File: src/rtl/serial_buff_pkg.sv
// Shared encodings for the serial_buff sequencer: FSM states and cntin code points.
package serial_buff_pkg;

    typedef enum logic [2:0] {
        S_IDLE = 3'd0,
        S_FILL = 3'd1,
        S_LOAD = 3'd2,
        S_WAIT = 3'd3,
        S_ROT  = 3'd4
    } state_t;

    localparam int         NIB_W        = 4;
    localparam int         CNT_LOAD     = 0;
    localparam logic [1:0] CNT_HOLD_LSB = 2'b01;

endpackage

File: src/rtl/serial_buff_ctrl.sv
// Sequences one serial_buff: bit-serial fill, then a latch and nibble-at-a-time drain (or one whole-word beat if MOVIN).
// Latency: last bit accepted at t, latch at t+1, first out_vld at t+2; drain 1 beat per 2 cycles. Optional abort: SERIAL_BUFF_CTRL_ABORT_EN.
module serial_buff_ctrl
    import serial_buff_pkg::*;
#(
    parameter int   NDATA = 128,
    parameter logic MOVIN = 1'b0
) (
    input  logic                     clk,
    input  logic                     rst,
    input  logic                     bit_vld,
    input  logic                     bit_in,
    output logic                     bit_rdy,
    output logic                     ena,
    output logic                     din,
    output logic [$clog2(NDATA)-1:0] cntin,
    output logic                     out_vld,
    input  logic                     out_rdy,
    output logic                     done
`ifdef SERIAL_BUFF_CTRL_ABORT_EN
    ,
    input  logic                     abort
`endif
);

    localparam int CW = $clog2(NDATA);
    localparam int KW = CW - $clog2(NIB_W);
    localparam logic [CW-1:0] BIT_LAST  = CW'(NDATA - 1);
    localparam logic [KW-1:0] K_LAST    = KW'(NDATA / NIB_W - 1);
    localparam logic [CW-1:0] CNT_RESET = CW'(1);

    state_t        state_q;
    logic [CW-1:0] bitcnt_q;
    logic [KW-1:0] k_q;
    logic [CW-1:0] cntin_q;
    logic          out_vld_q;
    logic          done_q;

    assign bit_rdy = (state_q == S_IDLE) || (state_q == S_FILL);
    assign ena     = bit_vld & bit_rdy;
    assign din     = bit_in;
    assign cntin   = cntin_q;
    assign out_vld = out_vld_q;
    assign done    = done_q;

    // cntin rests at {k,01} so serial_buff only latches in LOAD and only rotates in ROT.
    always_ff @(posedge clk) begin
        if (!rst) begin
            state_q   <= S_IDLE;
            bitcnt_q  <= '0;
            k_q       <= '0;
            cntin_q   <= CNT_RESET;
            out_vld_q <= 1'b0;
            done_q    <= 1'b0;
        end
`ifdef SERIAL_BUFF_CTRL_ABORT_EN
        else if (abort) begin
            state_q   <= S_IDLE;
            bitcnt_q  <= '0;
            k_q       <= '0;
            cntin_q   <= CNT_RESET;
            out_vld_q <= 1'b0;
            done_q    <= 1'b0;
        end
`endif
        else begin
            done_q <= 1'b0;
            case (state_q)
                S_IDLE: begin
                    if (bit_vld) begin
                        bitcnt_q <= CW'(1);
                        state_q  <= S_FILL;
                    end
                end
                S_FILL: begin
                    if (bit_vld) begin
                        if (bitcnt_q == BIT_LAST) begin
                            bitcnt_q <= '0;
                            cntin_q  <= CW'(CNT_LOAD);
                            state_q  <= S_LOAD;
                        end else begin
                            bitcnt_q <= bitcnt_q + CW'(1);
                        end
                    end
                end
                S_LOAD: begin
                    k_q       <= '0;
                    cntin_q   <= {KW'(0), CNT_HOLD_LSB};
                    out_vld_q <= 1'b1;
                    state_q   <= S_WAIT;
                end
                S_WAIT: begin
                    if (out_rdy) begin
                        out_vld_q <= 1'b0;
                        if (MOVIN || (k_q == K_LAST)) begin
                            k_q     <= '0;
                            cntin_q <= CNT_RESET;
                            done_q  <= 1'b1;
                            state_q <= S_IDLE;
                        end else begin
                            k_q     <= k_q + KW'(1);
                            cntin_q <= {k_q + KW'(1), 2'b00};
                            state_q <= S_ROT;
                        end
                    end
                end
                S_ROT: begin
                    cntin_q   <= {k_q, CNT_HOLD_LSB};
                    out_vld_q <= 1'b1;
                    state_q   <= S_WAIT;
                end
                default: state_q <= S_IDLE;
            endcase
        end
    end

endmodule

File: config.mk
export PLATFORM = sky130hd
export DESIGN_NAME = serial_buff_ctrl
export DESIGN_NICKNAME = d
export VERILOG_FILES = /design/src/rtl/serial_buff_pkg.sv /design/src/rtl/serial_buff_ctrl.sv
export SDC_FILE = /design/constraint.sdc
export NUM_CORES = 1
export LEC_CHECK = 0
export BUFFER_PORTS_ARGS = -buffer_cell sky130_fd_sc_hd__buf_2
export CORE_MARGIN = 2
export CORE_UTILIZATION = 40
export CTS_BUF_LIST = sky130_fd_sc_hd__clkbuf_4 sky130_fd_sc_hd__clkbuf_8 sky130_fd_sc_hd__clkbuf_16
export DETAILED_ROUTE_END_ITERATION = 10
export GPL_TIMING_DRIVEN = 0
export PLACE_DENSITY = 0.63
export SYNTH_ARGS = -nofsm -noshare
export SYNTH_HDL_FRONTEND = slang
export SYNTH_SLANG_ARGS = --single-unit
export TNS_END_PERCENT = 20
File: constraint.sdc
create_clock -name clk -period 3.8 [get_ports clk]
set_clock_uncertainty 0.1 [all_clocks]
set_input_delay 0 -clock clk [delete_from_list [all_inputs] [get_ports clk]]
set_output_delay 0 -clock clk [all_outputs]
set_load 0.02 [all_outputs]
==> implementation parameters, run 1 <==
Parameter                              Value

GRT
  Overall track demand over capacity in global routing ... 16.1%
  Largest net degree at the start of global routing ... 13
  Via count of the first global-routing pass ... 941
  Remaining global-route overflow ... 0
  Number of antenna violations at the first check in global routing ... 0
  Wire length of the first global-routing pass ... between 4 and 5 mm

Synthesis
  Fraction of the mapped netlist area in adder cells ... 3.03%
  Fraction of the mapped netlist area in simple logic gates ... roughly 25%
  Synthesized area per cell ... ~9.1 um2
  Post-synthesis async set-or-reset flop share ... 0%
  Post-synth top area share ... 37.2%
  Number of synthesized flops with an enable pin ... 0
  Warning count from the yosys run ... 0
  Net count after synthesis ... 144
  Synthesized flop and latch total ... 23
  Main combinational cell family by area after synthesis ... simple AND/OR/NAND/NOR gates
  Post-synthesis compound-gate area fraction ... 22.1%
  Largest cells by area after synthesis ... sky130_fd_sc_hd__dfxtp_1, sky130_fd_sc_hd__a21oi_1, sky130_fd_sc_hd__nor4_4
  Post-synth top flop ... sky130_fd_sc_hd__dfxtp_1
  Xor and xnor area share after synthesis ... 2.83%
  Synthesized area ... 1240 um2
  Sequential cell area fraction in the yosys report ... 37.2%
  Netlist cell types ... 52
  Cell accounting for the most synthesized area ... sky130_fd_sc_hd__dfxtp_1
  Portion of netlist area occupied by mux cells ... ~2.8%
  Synth cell count leaders ... sky130_fd_sc_hd__dfxtp_1, sky130_fd_sc_hd__a21oi_1, sky130_fd_sc_hd__nor2_1
  Most frequently used cell type in the post-synthesis netlist ... sky130_fd_sc_hd__dfxtp_1
  Cells after Synth ... 136

Outcome
  Run status ... finished clean

Timing
  Final setup violating endpoints ... 0
  Number of slew-limit violations in the final report ... 0
  Fraction of the cycle the final worst path needs ... 55.1%
  Unrepaired setup endpoints after global routing ... false
  Maximum operating frequency ... roughly 480 MHz
  Final-report hold violation count ... 0
  Time the final worst path needs with I/O delays and setup ... 2090 ps
  Post-route setup TNS ... 0 ps

Setup path
  Category of the most critical setup path ... reg -> reg
  Kind of launch point of the worst setup path ... register
  Start point of the critical path ... k_q[0]
  Critical path capture point type ... register
  Reg2reg setup slack ... 1710 ps
  Data arrival at the endpoint of the critical path ... 2260 ps
  Maximum net fanout on the critical path ... 5
  Required time of the worst setup path ... roughly 4000 ps
  Start of the worst register-to-register path ... k_q[0]

Finish
  Ant. Diodes ... 0
  Net count of the finished layout ... 166
  Share of post-route cells with drive strength above 1 ... 22.9%
  Post-layout util ... 46.9%
  P&R area growth vs syn ... 13.9%

Job
  Reported max-cap violation count ... 0

Die
  Die boundary height ... 59.6 um
  Die Span X ... 59.6 um
  Total die area ... 3550 um2
  Top Ports ... 17
  Initial standard-cell utilization of the core ... 41.2%
  FP Rows ... 20
  Floorplan Core Area ... 3000 um2

Power and ir drop
  Lkg Pwr ... 0.000538 uW
  Peak supply drop ... 0.000106 V
  Power density over cell area ... 287 nW/um2

CTS
  Number of buffers created by CTS ... 3
  Cell chosen for the clock root ... sky130_fd_sc_hd__clkbuf_4
  Register clock-pin slew on the reported worst setup and hold paths ... approximately 130 ps
  H-Tree Level Count ... 1
  Post-CTS Repair Setup Buffers ... 0
  CTS tree ... built
  Clock Sinks ... 23
  Number of buffers between clock root and the deepest sink ... 2
  Hold buffer count at CTS ... 3
  Clock latency on the worst-skew pair ... slightly above 300 ps
  Count of instances resized after the clock tree is built ... 0

Hold path
  Path type of the worst min-delay path ... in -> out
  Min-delay src ... bit_in

Place
  HPWL reported at the end of detailed placement ... roughly 1.9 mm
  Final GP Congestion ... slightly below 0.8
  Number of I/O port buffers ... 14

Route
  Iteration count of the initial detailed-routing pass ... 4
  Per-cell via count in the routed design ... 5.51
  Number of remaining DRC errors ... 0
  Number of vias in the routed layout ... about 1000
  Count of routing violations after the opening detailed-route iteration ... 41
  Detail Route Antenna Nets ... 0
  Final wirelength ... 2.50 mm
  Per-cell routed wire length ... between 10 and 15 um
-- per-stage QoR --
step           setup slack (ps)  area, um2  total power, uW  std cells  hold slack, ps
3_5_place_dp               1750       1350              286        183             119
4_1_cts                    1720       1410              409        190             119
2_1_floorplan              1950       1240              276        136            12.6
6_report                   1710       1410              404        190             118
5_1_grt                    1560       1410              422        190             132
3_3_place_gp               1750       1350              286        183             119
-- metal layers --
layer  share of wire, %  vias to the layer above  track usage, %  routed length (um)
met2                 43                       26            22.4                1070
li1                   -                      544               -                   -
met4               0.68                        0            5.71                  17
met5                  0                        -               0                   0
met3                4.4                        2            2.62                 111
met1                 52                      474            24.7                1300
-- state kept, by name (all words and copies together), names as in the netlist --
register  cells
bitcnt_q      7
out_vld       1
state_q       3
k_q           5
done          1
cntin         6
-- power breakdown --
group          internal, uW  switching, uW
logic                  14.1           22.8
clock network          48.1           73.2
registers               243           3.09
-- area by class of cell --
cell class | count | area, um2
Timing Repair Buffer | 17 | 100
Buffer | 7 | 50.0
Inverter | 6 | 27.5
Sequential cell | 23 | 460
Clock buffer | 4 | 30.0
Multi-Input combinational cell | 100 | 699
Fill cell | 296 | 1590
Tap cell | 33 | 41.3
-- worst max-delay path: stages (launching register included) --
cell,delay (ps)
sky130_fd_sc_hd__dfxtp_1,380
sky130_fd_sc_hd__ha_1,250
sky130_fd_sc_hd__and3_1,190
sky130_fd_sc_hd__ha_1,260
sky130_fd_sc_hd__and4bb_1,400
sky130_fd_sc_hd__nand2b_1,100
sky130_fd_sc_hd__a31oi_1,190
sky130_fd_sc_hd__a32o_1,170
-- placed cells by master, fill, tap and decap left out, drive strengths merged, types with 4 or more instances in the layout --
cell and count:
a21oi 12, a31oi 4, and3 4, buf 20
clkbuf 5, dfxtp 23, inv 5, nand2 9
nand2b 4, nand3 4, nor2 12, nor3 4
o21ai 7
-- path summary, 6_finish.rpt --
kind / cells past startpoint / end
max: 7 / cntin[4]
min: 2 / din
max reg2reg: 7 / cntin[4]
min reg2reg: 2 / bitcnt_q[1]
-- cells by family (layout without fill, tap and decap cells) --
kind of cell / after synthesis / count (layout)
compound gates: 39 / 39
xor+xnor: 4 / 4
fa+ha+maj: 3 / 3
buf+inv: 13 / 34
flops: 23 / 23
mux: 3 / 3
other cells: 1 / 1
simple gates: 50 / 50
No activity file was read; power rests on OpenSTA's default activity.
==> inputs of run 2 (changes only) <==
==> constraint.sdc (replaced) <==
create_clock -name clk -period 2.05 [get_ports clk]
set_clock_uncertainty 0.1 [all_clocks]
set_input_delay 0 -clock clk [delete_from_list [all_inputs] [get_ports clk]]
set_output_delay 0 -clock clk [all_outputs]
set_load 0.02 [all_outputs]
==> implementation parameters, run 2 (synthesis gave the netlist of run 1 again) <==
Parameter                              Value

Route
  Per-cell via count in the routed design ... 5.55 (+0.90%)
  Per-cell routed wire length ... 13.2 um (+0.19%)
  Iteration count of the initial detailed-routing pass ... 4 (unchanged)
  Count of routing violations after the opening detailed-route iteration ... 41 (unchanged)
  Number of vias in the routed layout ... 1061 (+1.4%)
  Final wirelength ... 2.52 mm (+0.72%)
  Number of remaining DRC errors ... 0 (unchanged)
  Detail Route Antenna Nets ... 0 (unchanged)

Place
  Total instance count after detailed placement ... 183 (unchanged)
  Final GP Congestion ... 0.779 (unchanged)
  Setup slack at placement ... 1.93 ps (-1750 ps)
  HPWL reported at the end of detailed placement ... 1.88 mm (unchanged)
  Number of I/O port buffers ... 14 (unchanged)

Setup path
  Critical-path cell list ... ha_1 > and3_4 > ha_4 > and4bb_2 > nand2b_1 > a31oi_1 > a32o_1
  Family with the most delay on the worst path ... simple AND/OR/NAND/NOR gates
  Critical path's slowest cell ... sky130_fd_sc_hd__dfxtp_4
  Maximum net fanout on the critical path ... 5 (unchanged)
  Logic depth of the worst path, buffers included ... 7 (unchanged)
  Peak per-stage delay on the critical path ... 380 ps (-20 ps)
  Required time of the worst setup path ... 2210 ps (-1760 ps)
  Worst reg-to-reg path cell count ... 7 (unchanged)
  Start of the worst register-to-register path ... k_q[0]
  Critical path capture point type ... register
  Category of the most critical setup path ... reg -> reg
  Reg2reg setup slack ... 110 ps (-1600 ps)
  Data arrival at the endpoint of the critical path ... 2100 ps (-160 ps)
  Kind of launch point of the worst setup path ... register
  FF-to-FF End ... cntin[4]
  Count of buffer and inverter cells on the critical path ... 0 (unchanged)

CTS
  Clock Sinks ... 23 (unchanged)
  Clock latency on the worst-skew pair ... 310 ps (about the same)
  Number of buffers created by CTS ... 3 (unchanged)
  Cell chosen for the clock root ... sky130_fd_sc_hd__clkbuf_4
  CTS tree ... built
  Number of buffers between clock root and the deepest sink ... 2 (unchanged)
  Register clock-pin slew on the reported worst setup and hold paths ... 130 ps (about the same)
  H-Tree Level Count ... 1 (unchanged)

Die
  Floorplan Core Area ... 3000 um2 (unchanged)
  Total die area ... 3550 um2 (unchanged)
  Initial standard-cell utilization of the core ... 41.2% (unchanged)
  Top Ports ... 17 (unchanged)
  Die boundary height ... 59.6 um (unchanged)
  FP Rows ... 20 (unchanged)
  Die Span X ... 59.6 um (unchanged)

GRT
  Largest net degree at the start of global routing ... 13 (unchanged)
  Via count of the first global-routing pass ... 948 (+0.74%)
  Wire length of the first global-routing pass ... 4.40 mm (+0.96%)
  Remaining global-route overflow ... 0 (unchanged)
  Number of antenna violations at the first check in global routing ... 0 (unchanged)
  Overall track demand over capacity in global routing ... 16.3% (+0.14 points)

Finish
  Post-layout util ... 47.9% (+1.0 points)
  Share of post-route cells with drive strength above 1 ... 26.6% (+3.7 points)
  Ant. Diodes ... 0 (unchanged)
  Commonest non-fill, non-tap cell in the layout ... sky130_fd_sc_hd__dfxtp_1
  Fillers ... 296 (unchanged)
  Top library cells by usage in the layout, fill and taps aside ... sky130_fd_sc_hd__dfxtp_1, sky130_fd_sc_hd__buf_2, sky130_fd_sc_hd__a21oi_1
  Register with the highest flop count ... bitcnt_q
  Net count of the finished layout ... 167 (+0.60%)
  P&R area growth vs syn ... 16.3%
  Flip-flop count of the largest register, all copies and words added ... 7 (unchanged)
  Final Non-Filler Cells ... 191 (+0.53%)

Power and ir drop
  Proportion of power drawn by combinational gates ... 9.1% (about the same)
  Power density over cell area ... 518 nW/um2 (+81%)
  Share of total power in sequential cells ... 61.0% (about the same)
  Total internal power ... 565 uW (+85%)
  Lkg Pwr ... 0.000537 uW (-0.22%)
  Switching portion of total power ... 24.3% (-0.22 points)
  Net load switching power ... 181 uW (+83%)
  Fraction of power consumed by the clock network ... 29.8% (-0.2 points)
  Peak supply drop ... 0.000194 V (+82%)

Job
  Reported max-cap violation count ... 0 (unchanged)

Timing
  Fraction of the cycle the final worst path needs ... 94.6% (+40 points)
  Post-route setup TNS ... 0 ps (unchanged)
  Final setup violating endpoints ... 0 (unchanged)
  Minimum setup slack in the final design ... 111 ps (-1600 ps)
  Maximum operating frequency ... 516 MHz (+7.9%)
  Unrepaired setup endpoints after global routing ... false
  Time the final worst path needs with I/O delays and setup ... 1940 ps (-153 ps)
  Number of slew-limit violations in the final report ... 0 (unchanged)
  Final-report hold violation count ... 0 (unchanged)

Hold path
  Min-delay src ... bit_in
  Worst Hold Path Cells ... 2 (unchanged)
  Path type of the worst min-delay path ... in -> out
  Hold path endpoint ... din

Outcome
  Run status ... finished clean
## run 2: worst max path at each step
stage	from	end	slack, ps
5_1_grt	k_q[0]	cntin[5]	3
2_1_floorplan	k_q[0]	cntin[4]	200
3_3_place_gp	k_q[0]	cntin[4]	2
3_5_place_dp	k_q[0]	cntin[5]	2
4_1_cts	k_q[0]	cntin[5]	20
6_report	k_q[0]	cntin[4]	110
## run 2: metal layers
layer	routed length, um	up-vias	global-route usage, %
li1	-	545	-
met1	1260	484	24.7
met2	1110	30	22.9
met3	139	2	2.62
met4	17	0	5.71
met5	0	-	0
## run 2: worst reg2reg max path: stages, from the launching register on
cell and delay (ps):
sky130_fd_sc_hd__dfxtp_4 380, sky130_fd_sc_hd__ha_1 240, sky130_fd_sc_hd__and3_4 200, sky130_fd_sc_hd__ha_4 170
sky130_fd_sc_hd__and4bb_2 360, sky130_fd_sc_hd__nand2b_1 90, sky130_fd_sc_hd__a31oi_1 180, sky130_fd_sc_hd__a32o_1 170
## run 2: final cells by class
type	count	area (um2)	share of cell area (%)
Buffer	7	50.0	3.48
Inverter	6	27.5	1.91
Clock buffer	4	30.0	2.09
Sequential cell	23	465	32.3
Multi-Input combinational cell	100	717	49.8
Timing Repair Buffer	18	108	7.48
Tap cell	33	41.3	2.87
## run 2: power groups by stage
| stage | clock network, uW | logic (uW) | registers, uW |
|---|---|---|---|
| floorplan | 0 | 46.6 | 465 |
| global placement | 0 | 63.2 | 466 |
| CTS | 233 | 68.9 | 457 |
| global route | 248 | 76.2 | 456 |
| detailed placement | 0 | 64.4 | 466 |
| finish | 223 | 68.0 | 455 |
## run 2: timing repair
action	CTS	global route
endpoints found under the setup margin	2	5
pin swaps	0	2
hold buffers	3	0
hold endpoints to repair	8	0
setup buffers	0	1
gates resized for setup	2	5
## run 2: metrics by stage
step,power (uW),hold slack [ps],area (um2)
after floorplan,512,12.6,1240
after global placement,529,119,1350
after detailed placement,531,119,1350
after CTS,759,119,1410
after global routing,780,132,1440
final,746,118,1440
